[src/rtl/turn_pkg.sv]
// turn_pkg: shared constants and helpers for the turn-signal front end and
// sequencer.
//   DIV_COUNT_DEFAULT      : system cycles per step_clock half-period
//   DEBOUNCE_COUNT_DEFAULT : stable cycles needed to accept a lever change
//   lamp_t / TURN_OFF      : lamp-pattern type and the all-off pattern
//   cnt_width(n)           : counter width for a 0..n-1 counter, at least 1 bit
package turn_pkg;

   localparam int DIV_COUNT_DEFAULT      = 25_000_000;
   localparam int DEBOUNCE_COUNT_DEFAULT = 500_000;

   typedef logic [2:0] lamp_t;
   localparam lamp_t TURN_OFF = 3'b000;

   // $clog2 yields 0 for n == 1; a counter still needs one bit.
   function automatic int cnt_width(input int n);
      return (n > 2) ? $clog2(n) : 1;
   endfunction

endpackage

[src/rtl/turn_input_front_debounce.sv]
// turn_debounce: two-flop synchronizer plus debounce counter for one
// raw lever switch.
//   clock  : system clock
//   reset  : asynchronous, active-high
//   raw    : asynchronous, bouncy switch input
//   stable : debounced level; changes only after COUNT consecutive
//            synchronized cycles that disagree with it
module turn_debounce
   import turn_pkg::*;
#(
   parameter int COUNT = DEBOUNCE_COUNT_DEFAULT
)(
   input  logic clock,
   input  logic reset,
   input  logic raw,
   output logic stable
);

   localparam int           W        = cnt_width(COUNT);
   localparam logic [W-1:0] CNT_LAST = W'(COUNT - 1);

   logic         r_s1;
   logic         r_s2;
   logic         r_db;
   logic [W-1:0] r_cnt;

   always_ff @(posedge clock or posedge reset) begin
      if (reset) begin
         r_s1  <= 1'b0;
         r_s2  <= 1'b0;
         r_db  <= 1'b0;
         r_cnt <= '0;
      end else begin
         r_s1 <= raw;
         r_s2 <= r_s1;
         // Any agreement restarts the count, so short glitches never land.
         if (r_s2 == r_db) begin
            r_cnt <= '0;
         end else if (r_cnt == CNT_LAST) begin
            r_db  <= r_s2;
            r_cnt <= '0;
         end else begin
            r_cnt <= r_cnt + 1'b1;
         end
      end
   end

   assign stable = r_db;

endmodule

[src/rtl/turn_input_front.sv]
// turn_input_front: lever front end for the turn-signal sequencer.
// Debounces both levers, divides clock down to step_clock and publishes the
// debounced levers only on step_clock falling toggles, so left/right are
// settled at every step_clock rise.
//   clock      : system clock
//   reset      : asynchronous, active-high
//   left_sw    : raw left lever
//   right_sw   : raw right lever
//   left       : published debounced left request
//   right      : published debounced right request
//   step_clock : 50% duty clock, period 2*DIV_COUNT cycles
//   step_tick  : one-cycle strobe on the first cycle step_clock is high
module turn_input_front
   import turn_pkg::*;
#(
   parameter int DIV_COUNT      = DIV_COUNT_DEFAULT,
   parameter int DEBOUNCE_COUNT = DEBOUNCE_COUNT_DEFAULT
)(
   input  logic clock,
   input  logic reset,
   input  logic left_sw,
   input  logic right_sw,
   output logic left,
   output logic right,
   output logic step_clock,
   output logic step_tick
);

   localparam int            DW       = cnt_width(DIV_COUNT);
   localparam logic [DW-1:0] DIV_LAST = DW'(DIV_COUNT - 1);

   logic          w_db_left;
   logic          w_db_right;
   logic          w_div_tc;
   logic [DW-1:0] r_dcnt;
   logic          r_step_clock;
   logic          r_step_tick;
   logic          r_left;
   logic          r_right;

   turn_debounce #(.COUNT(DEBOUNCE_COUNT)) u_db_left (
      .clock  (clock),
      .reset  (reset),
      .raw    (left_sw),
      .stable (w_db_left)
   );

   turn_debounce #(.COUNT(DEBOUNCE_COUNT)) u_db_right (
      .clock  (clock),
      .reset  (reset),
      .raw    (right_sw),
      .stable (w_db_right)
   );

   assign w_div_tc = (r_dcnt == DIV_LAST);

   always_ff @(posedge clock or posedge reset) begin
      if (reset) begin
         r_dcnt       <= '0;
         r_step_clock <= 1'b0;
         r_step_tick  <= 1'b0;
         r_left       <= 1'b0;
         r_right      <= 1'b0;
      end else begin
         if (w_div_tc) begin
            r_dcnt       <= '0;
            r_step_clock <= ~r_step_clock;
         end else begin
            r_dcnt <= r_dcnt + 1'b1;
         end
         // Registered, so the strobe lands in the same cycle step_clock rises.
         r_step_tick <= w_div_tc && !r_step_clock;
         // Publish on the falling toggle; a db update on this same edge is
         // picked up at the next falling toggle.
         if (w_div_tc && r_step_clock) begin
            r_left  <= w_db_left;
            r_right <= w_db_right;
         end
      end
   end

   assign step_clock = r_step_clock;
   assign step_tick  = r_step_tick;
   assign left       = r_left;
   assign right      = r_right;

endmodule

[config.mk]
export PLATFORM = sky130hd
export DESIGN_NAME = turn_input_front
export DESIGN_NICKNAME = d
export VERILOG_FILES = /design/src/rtl/turn_pkg.sv /design/src/rtl/turn_input_front_debounce.sv /design/src/rtl/turn_input_front.sv
export SDC_FILE = /design/constraint.sdc
export NUM_CORES = 1
export LEC_CHECK = 0
export CAP_MARGIN = 10
export CORE_MARGIN = 2
export CORE_UTILIZATION = 50
export DETAILED_ROUTE_END_ITERATION = 10
export MAX_ROUTING_LAYER = met4
export PLACE_DENSITY = 0.66
export SLEW_MARGIN = 20
export SYNTH_ARGS = -nofsm -noshare
export SYNTH_HDL_FRONTEND = slang
export SYNTH_HIERARCHICAL = 1
export SYNTH_SLANG_ARGS = --single-unit
[constraint.sdc]
create_clock -name clock -period 3.6 [get_ports clock]
set_input_delay 0.54 -clock clock [delete_from_list [all_inputs] [get_ports clock]]
set_output_delay 0.54 -clock clock [all_outputs]
set_load 0.02 [all_outputs]
# Yosys cells after proc, flatten, opt, wreduce, memory -nomap -nowiden
# Index checks and enable logic that the tools add are counted.
# W data, S select, Z words.
op_classes:
  bitwise_logic: 3
  eq_ne: 5
  muxes: 5
  addsub: 3
  reduce_logical: 5
ops:
  columns: ["operator", "n"]
  rows:
  - ["$mux W19", 4]
  - ["$add A19 B1 Y19 const B", 2]
  - ["$eq A19 B19 Y1 const B", 2]
  - ["$add A25 B1 Y25 const B", 1]
  - ["$eq A25 B25 Y1 const B", 1]
  - ["$mux W25", 1]
  - ["$reduce_and A2 Y1", 2]
  - ["$not A1 Y1", 3]
  - ["$eq A1 B1 Y1", 2]
  - ["$logic_and A1 B1 Y1", 2]
  - ["$logic_not A1 Y1", 1]
word_totals:
  ff_bits: 73
  input_bits: 4
  word_cells: 34

# Logic depth before layout (Yosys ltp)
depth:
  word_depth: 3
  mapped_depth: 7
  depth_no_buf: 5

# Hierarchy
# The synthesis kept the hierarchy.
by_module_without_submodules:
  columns: ["mod", "cells_per_inst", "area_per_inst_um2", "n_inst"]
  rows:
  - ["turn_debounce", 103, 1091.0, 2]
  - ["turn_input_front", 132, 1406.3, 1]

# Worst setup path before layout
# No wires, ideal clock.
synth_timing:
  path_kind: "register to register"
  start: "reg r_dcnt[0]"
  end: "reg r_left (netlist: left)"
  stages_incl_launch_ff: 6
  path_slack_ns: 1.762
  setup_time_ns: 0.125
  period_less_slack_ns: 1.838
  arrival_time_ns: 1.713
  path_cell_list: "dfrtp_1 > ha_1 > and3_1 > nand3_1 > nor4_1 > mux2_2"
synth_via:
  elab_chain_len: 2
synth_rtl:
  columns: ["element", "line", "source"]
  rows:
  - ["start, declared", "turn_input_front.sv:35", "logic [DW-1:0] r_dcnt;"]
  - ["start signal, assigned", "turn_input_front.sv:69", "r_dcnt <= r_dcnt + 1'b1;"]
  - ["$eq A25 B25 Y1", "turn_input_front.sv:55", "assign w_div_tc = (r_dcnt == DIV_LAST);"]
  - ["$logic_and A1 B1 Y1", "turn_input_front.sv:75", "if (w_div_tc && r_step_clock) begin"]
  - ["end signal, assigned", "turn_input_front.sv:76", "r_left <= w_db_left;"]
  - ["end, declared", "turn_input_front.sv:38", "logic r_left;"]
# No other way between the ends.
# A chain may end at the register's enable or synchronous reset.

# Final worst setup path
layout_timing:
  start: "reg r_dcnt[0]"
  end: "reg r_step_clock (netlist: step_clock)"
layout_via:
  elab_chain_len: 1
layout_rtl:
  columns: ["element", "line", "source"]
  rows:
  - ["$eq A25 B25 Y1", "turn_input_front.sv:55", null]
  - ["end signal, assigned", "turn_input_front.sv:67", "r_step_clock <= ~r_step_clock;"]
  - ["end, declared", "turn_input_front.sv:36", "logic r_step_clock;"]
# No other way between the ends.

==> out/results.txt <==
Seq pwr share = 50.9%
Power share of the clock group = 46.8%
Worst endpoint required time = 3.79 ns
Row count = 30
WHS = 0.352 ns
Worst r2r dst = step_clock
Setup repair bufs after CTS = 0
IO Count = 8
Pre-antenna DRT Iters = 4
CTS tree = yes
EDFF count, synth = 0
Hold endpoint = u_db_left/r_s2
Synth area leaders = dfrtp_1 51%, xor2_1 5.9%, xnor2_1 5.1%, nor2_1 4.3%, nand3_1 3.1%
Switch share = 20.8%
Die Width = 88.7 um
First-pass GRT wire length = 11.5 mm
Synth cell count leaders = 73 x dfrtp_1, 41 x nor2_1, 24 x xor2_1
Vias per cell = 5.66
Layout cell share with drive strength beyond 1 = 10.5%
Area of the multi-input gates = 1650 um2
Top-count cell post-synth = dfrtp_1
Setup violations, final = 0
WL final = 6.65 mm
Final worst path period need = 2.29 ns
Area share of the largest cell type after synthesis = 50.9%
CTS root buffer = clkbuf_8
Remaining Overflow, GRT = 0
RD Place Congestion = 0.865
Max-slew headroom = 30.3%
GRT Overall Usage = 19.5%
Seq/Total Area, Yosys = 50.9%
Async set-reset flop share out of synthesis = 100%
Total power draw = 1.64 mW
Antenna Nets Post-Route = 0
Unique masters post-synth = 44
Leak = 1.68 nW
Fmax = 436 MHz
Sum Neg Setup Slack = 0 ns
Inserted Diodes = 0
Port Buffers = 7
DR WL/cell = 14.8 um
Largest net degree at the start of global routing = 23
Slew Viols, Final = 0
Via count = 2536
Initial DRC count = 167
Die area = 7870 um2
Avg Cell Area, Syn = 10.6 um2
CP Class = flop to flop
CP endpoint kind = flop
Critical path arrival = 2.48 ns
Worst setup SP type = flop
Hold Buf Count CTS = 0
Top FF cell, synth = dfrtp_1
CTS max path bufs = 2
Total CTS buffers = 9
Power share of the combinational group = 2.3%
Setup slack, reg-to-reg = 1.31 ns
Vias in the first global route = 2431
Reg clk slew, reported paths = 0.08 ns
Drc violations = 0
Antenna violations before repair = 0
Mapped Cells = 338
Unrepaired setup endpoints after global routing = no
Slew of the pin with the lowest slew margin = 1.04 ns
Initial Utilization = 52.2%
Pint = 1.30 mW
Clock Sink Count = 73
H-tree depth = 3
Power Density = 416 nW/um2
Hold Vio Cnt, Final = 0
Worst Clk Skew = 0.0104 ns
Worst min path class = flop to flop
P_sw = 0.340 mW
Hold path start = u_db_left/r_s1
Final net count = 354
Yosys reg bits = 73
Netlist Area Pre-Place = 3590 um2
Hold path depth = 0
Die Y = 88.7 um
Status = complete, no violations
Worst-path fanout max = 15
Reg area = 1830 um2
Yosys top cell by area = dfrtp_1
Number of synthesis warnings = 6
Post-DP HPWL = 4.57 mm
Worst R2R Path Depth = 5
Max-cap viol count = 0
Final core utilization = 57.3%
Skew-Pair Late Insertion Delay = 0.34 ns
Final Cycle Share = 63.7%
R2r startpoint = r_dcnt[0]
Fillcell total = 590
Layout area overhead = 9.76%
Post_cts resized = 0
Worst VDD drop = 0.327 mV
Syn Nets = 345
Core ar. = 6870 um2
==> worst max-delay path by stage <==
stage | startpoint | endpoint | slack (ns)
finish | r_dcnt[0] | step_clock | 1.31
global route | r_dcnt[0] | r_dcnt[14] | 1.02
CTS | r_dcnt[0] | step_clock | 1.31
detailed placement | r_dcnt[0] | step_clock | 1.36
global placement | r_dcnt[0] | step_clock | 1.46
floorplan | r_dcnt[0] | left | 1.76
==> state kept, by name, summed over array words and instances (netlist names) <==
register and flops:
u_db_right/r_s2 1, u_db_left/stable 1, u_db_right/stable 1, u_db_right/r_cnt 19, step_clock 1, u_db_left/r_s1 1, u_db_right/r_s1 1, right 1
r_dcnt 25, step_tick 1, u_db_left/r_cnt 19, u_db_left/r_s2 1, left 1
==> critical path: stages, from the launching register on <==
cell and delay [ns]:
dfrtp_1 0.45, ha_1 0.23, and3_1 0.23, nand3_1 0.21, nor3_2 0.88, xnor2_1 0.14
==> layout by cell type (no fill, tap or decap), types with 3 or more instances in the layout <==
cell             instances
dfrtp_1                 73
nor2_1                  41
xor2_1                  24
nand3_1                 22
nand2_1                 21
xnor2_1                 21
nand4_1                 13
a21oi_1                 12
and3_1                   9
nor4_1                   9
clkbuf_8                 9
inv_1                    7
clkdlybuf4s50_1          7
and4_1                   6
o31ai_1                  6
o21ai_0                  6
or4_1                    5
nand4b_1                 5
nor3_1                   5
or4_4                    4
or3_1                    4
or4b_1                   4
and4_2                   3
nor3_2                   3
ha_1                     3
bufinv_16                3
==> layout make-up <==
class,count,share of cell area [%]
sequential,73,46.4
multi-input combinational,248,41.8
clock buffer,9,3.14
tap,96,3.05
clock inverter,7,3.02
timing repair buffer,8,1.97
inverter,7,0.667
==> power by group through the flow <==
| stage | combinational, mW | sequential, mW | clock, mW |
|---|---|---|---|
| global route | 0.0445 | 0.835 | 0.829 |
| floorplan | 0.0332 | 0.848 | 0 |
| CTS | 0.0392 | 0.834 | 0.786 |
| detailed placement | 0.0390 | 0.850 | 0 |
| finish | 0.0373 | 0.834 | 0.766 |
| global placement | 0.0385 | 0.850 | 0 |
==> routing by layer <==
metal  routed length [um]  vias up  GRT usage (%)  share of wire (%)
li1                     -     1240              -                  -
met2                 3130       41           28.8                 47
met5                    0        -              -                  0
met1                 3230     1243           26.6                 49
met3                  182       12           4.76                2.7
met4                  106        0           6.20                1.6
==> cell families after synthesis <==
logic type | count (synthesis) | share of synthesized area [%]
buffers and inverters | 17 | 3.24
adder cells (fa/ha/maj) | 3 | 1.05
XOR/XNOR | 45 | 11.0
AO/OA/AOI/OAI | 31 | 5.51
multiplexers | 4 | 1.46
flip-flops | 73 | 50.9
AND/OR/NAND/NOR | 165 | 26.8
==> through the flow <==
stage | setup WS, ns | cells | cell area, um2
finish | 1.31 | 448 | 3940
global route | 1.02 | 448 | 3940
CTS | 1.31 | 448 | 3940
detailed placement | 1.36 | 432 | 3700
global placement | 1.46 | 432 | 3700
floorplan | 1.76 | 338 | 3590
Note: power is estimated with default switching activity, not from simulation.
==> edit, RTL diff (same settings) <==
Set the package constant `DEBOUNCE_COUNT_DEFAULT` to 250_000 (it was 500_000).
--- a/src/rtl/turn_pkg.sv
+++ b/src/rtl/turn_pkg.sv
@@ -7,7 +7,7 @@
 package turn_pkg;
 
    localparam int DIV_COUNT_DEFAULT      = 25_000_000;
-   localparam int DEBOUNCE_COUNT_DEFAULT = 500_000;
+   localparam int DEBOUNCE_COUNT_DEFAULT = 250_000;
 
    typedef logic [2:0] lamp_t;
    localparam lamp_t TURN_OFF = 3'b000;
Formal check against the unedited RTL: same outputs for any inputs over 10 cycles, from zero or initial values and one cycle with reset high; that may be too few to reach the edited logic, so the function may still have changed.
==> edit against the original RTL <==
Synthesized cell count down 4.7%. Sequential cell count down 2. Maximum frequency grew 4.2%. Clock power shrank 13%. Critical path type unchanged. Total power decreased by 7.1%. First-iteration DRC count decreased by 48%. Setup slack better by 0.093 ns. Sequential power fell by 2.6%. Design area decreased by 4.3%. Synthesized area is 4.4% lower. Global-route usage shrank 0.32 points. Highest routed layer unchanged. Wire length down 6.3%.
==> edit: results <==
{
  "largestRegisters": "r_dcnt x25, u_db_left/r_cnt x18, u_db_right/r_cnt x18",
  "grt_first_pass_wirelength_mm": 11.0,
  "p_leak_nw": 1.67,
  "cp.arrival_ns": 2.42,
  "crit_fanout": 6,
  "slowest_delay_ns": 0.57,
  "synthTopCellsByArea": "dfrtp_1 52%, xor2_1 7.1%, nor2_1 4.9%, xnor2_1 4.3%, nand3_1 3.2%",
  "max_slew_margin": 0.337,
  "skew_ns": 0.00809,
  "wl_met1_mm": 2.99,
  "synth_cell_types": 38,
  "ys_seq_area_frac": 0.518,
  "syn-num-nets": 329,
  "met1_usage": 0.236,
  "cts_max_path_buffers": 2,
  "dr.first_iter.drc_count": 87,
  "final_nets": 341,
  "vdd.ir_drop.worst_mv": 0.280,
  "rrSetupSlack_ns": 1.40,
  "outcome": "complete, no violations",
  "use_met2": 0.307,
  "portBuffers": 7,
  "grt_max_degree": 30,
  "slowest_stage": "nor4_1",
  "wl_per_cell_um": 14.9,
  "hpwl_mm": 4.23,
  "fillers": 585,
  "num_vias": 2374,
  "track_usage": 0.192,
  "ys_top_cells_by_count": "71 x dfrtp_1, 45 x nor2_1, 28 x xor2_1, 22 x nand3_1",
  "n_antenna_cell": 0,
  "hold_path.class": "flop to flop",
  "wl_met3_um": 140,
  "wl_met2_mm": 3.00,
  "gr-usage-met3": 0.0571,
  "drive_above_1_share": 0.106,
  "routabilityCongestion": 0.812,
  "async_reset_ff_frac": 1.00
}
[edit: area by class of cell]
class                      instances  area share
timing repair buffer               7      0.0186
clock buffer                      12      0.0358
multi-input combinational        236       0.420
clock inverter                     4      0.0186
sequential                        71       0.471
inverter                           9     0.00896
tap                               80      0.0266
[edit: logic make-up after synthesis]
family                   share of synthesized area
AO/OA/AOI/OAI                               0.0598
buffers and inverters                       0.0222
multiplexers                                0.0131
AND/OR/NAND/NOR                              0.261
XOR/XNOR                                     0.115
adder cells (fa/ha/maj)                     0.0109
flip-flops                                   0.518
[edit: final timing paths]
check | depth (start not counted) | from | end
worst max-delay path | 5 | r_dcnt[0] | right
worst min-delay path | 0 | u_db_left/r_s1 | u_db_left/r_s2
worst max register to register | 5 | r_dcnt[0] | right
worst min register to register | 0 | u_db_left/r_s1 | u_db_left/r_s2
max in group asynchronous | 2 | reset | u_db_right/r_cnt[5]
min in group asynchronous | 2 | reset | r_dcnt[4]
[edit: power by group]
part / leakage (nW) / total [mW] / internal (mW) / switching (mW)
clock: 0.104 / 0.670 / 0.389 / 0.281
combinational: 0.603 / 0.0385 / 0.0107 / 0.0278
sequential: 0.963 / 0.812 / 0.805 / 0.00699
total: 1.67 / 1.52 / 1.20 / 0.316
[edit: through the flow]
| stage | instances | cell area [sq um] | hold slack, ns | setup WS [ns] |
|---|---|---|---|---|
| after floorplan | 322 | 3430 | 0.331 | 1.76 |
| after global placement | 403 | 3560 | 0.334 | 1.41 |
| after detailed placement | 403 | 3560 | 0.335 | 1.33 |
| after CTS | 419 | 3760 | 0.350 | 1.34 |
| after global routing | 419 | 3770 | 0.358 | 1.16 |
| final | 419 | 3770 | 0.354 | 1.40 |
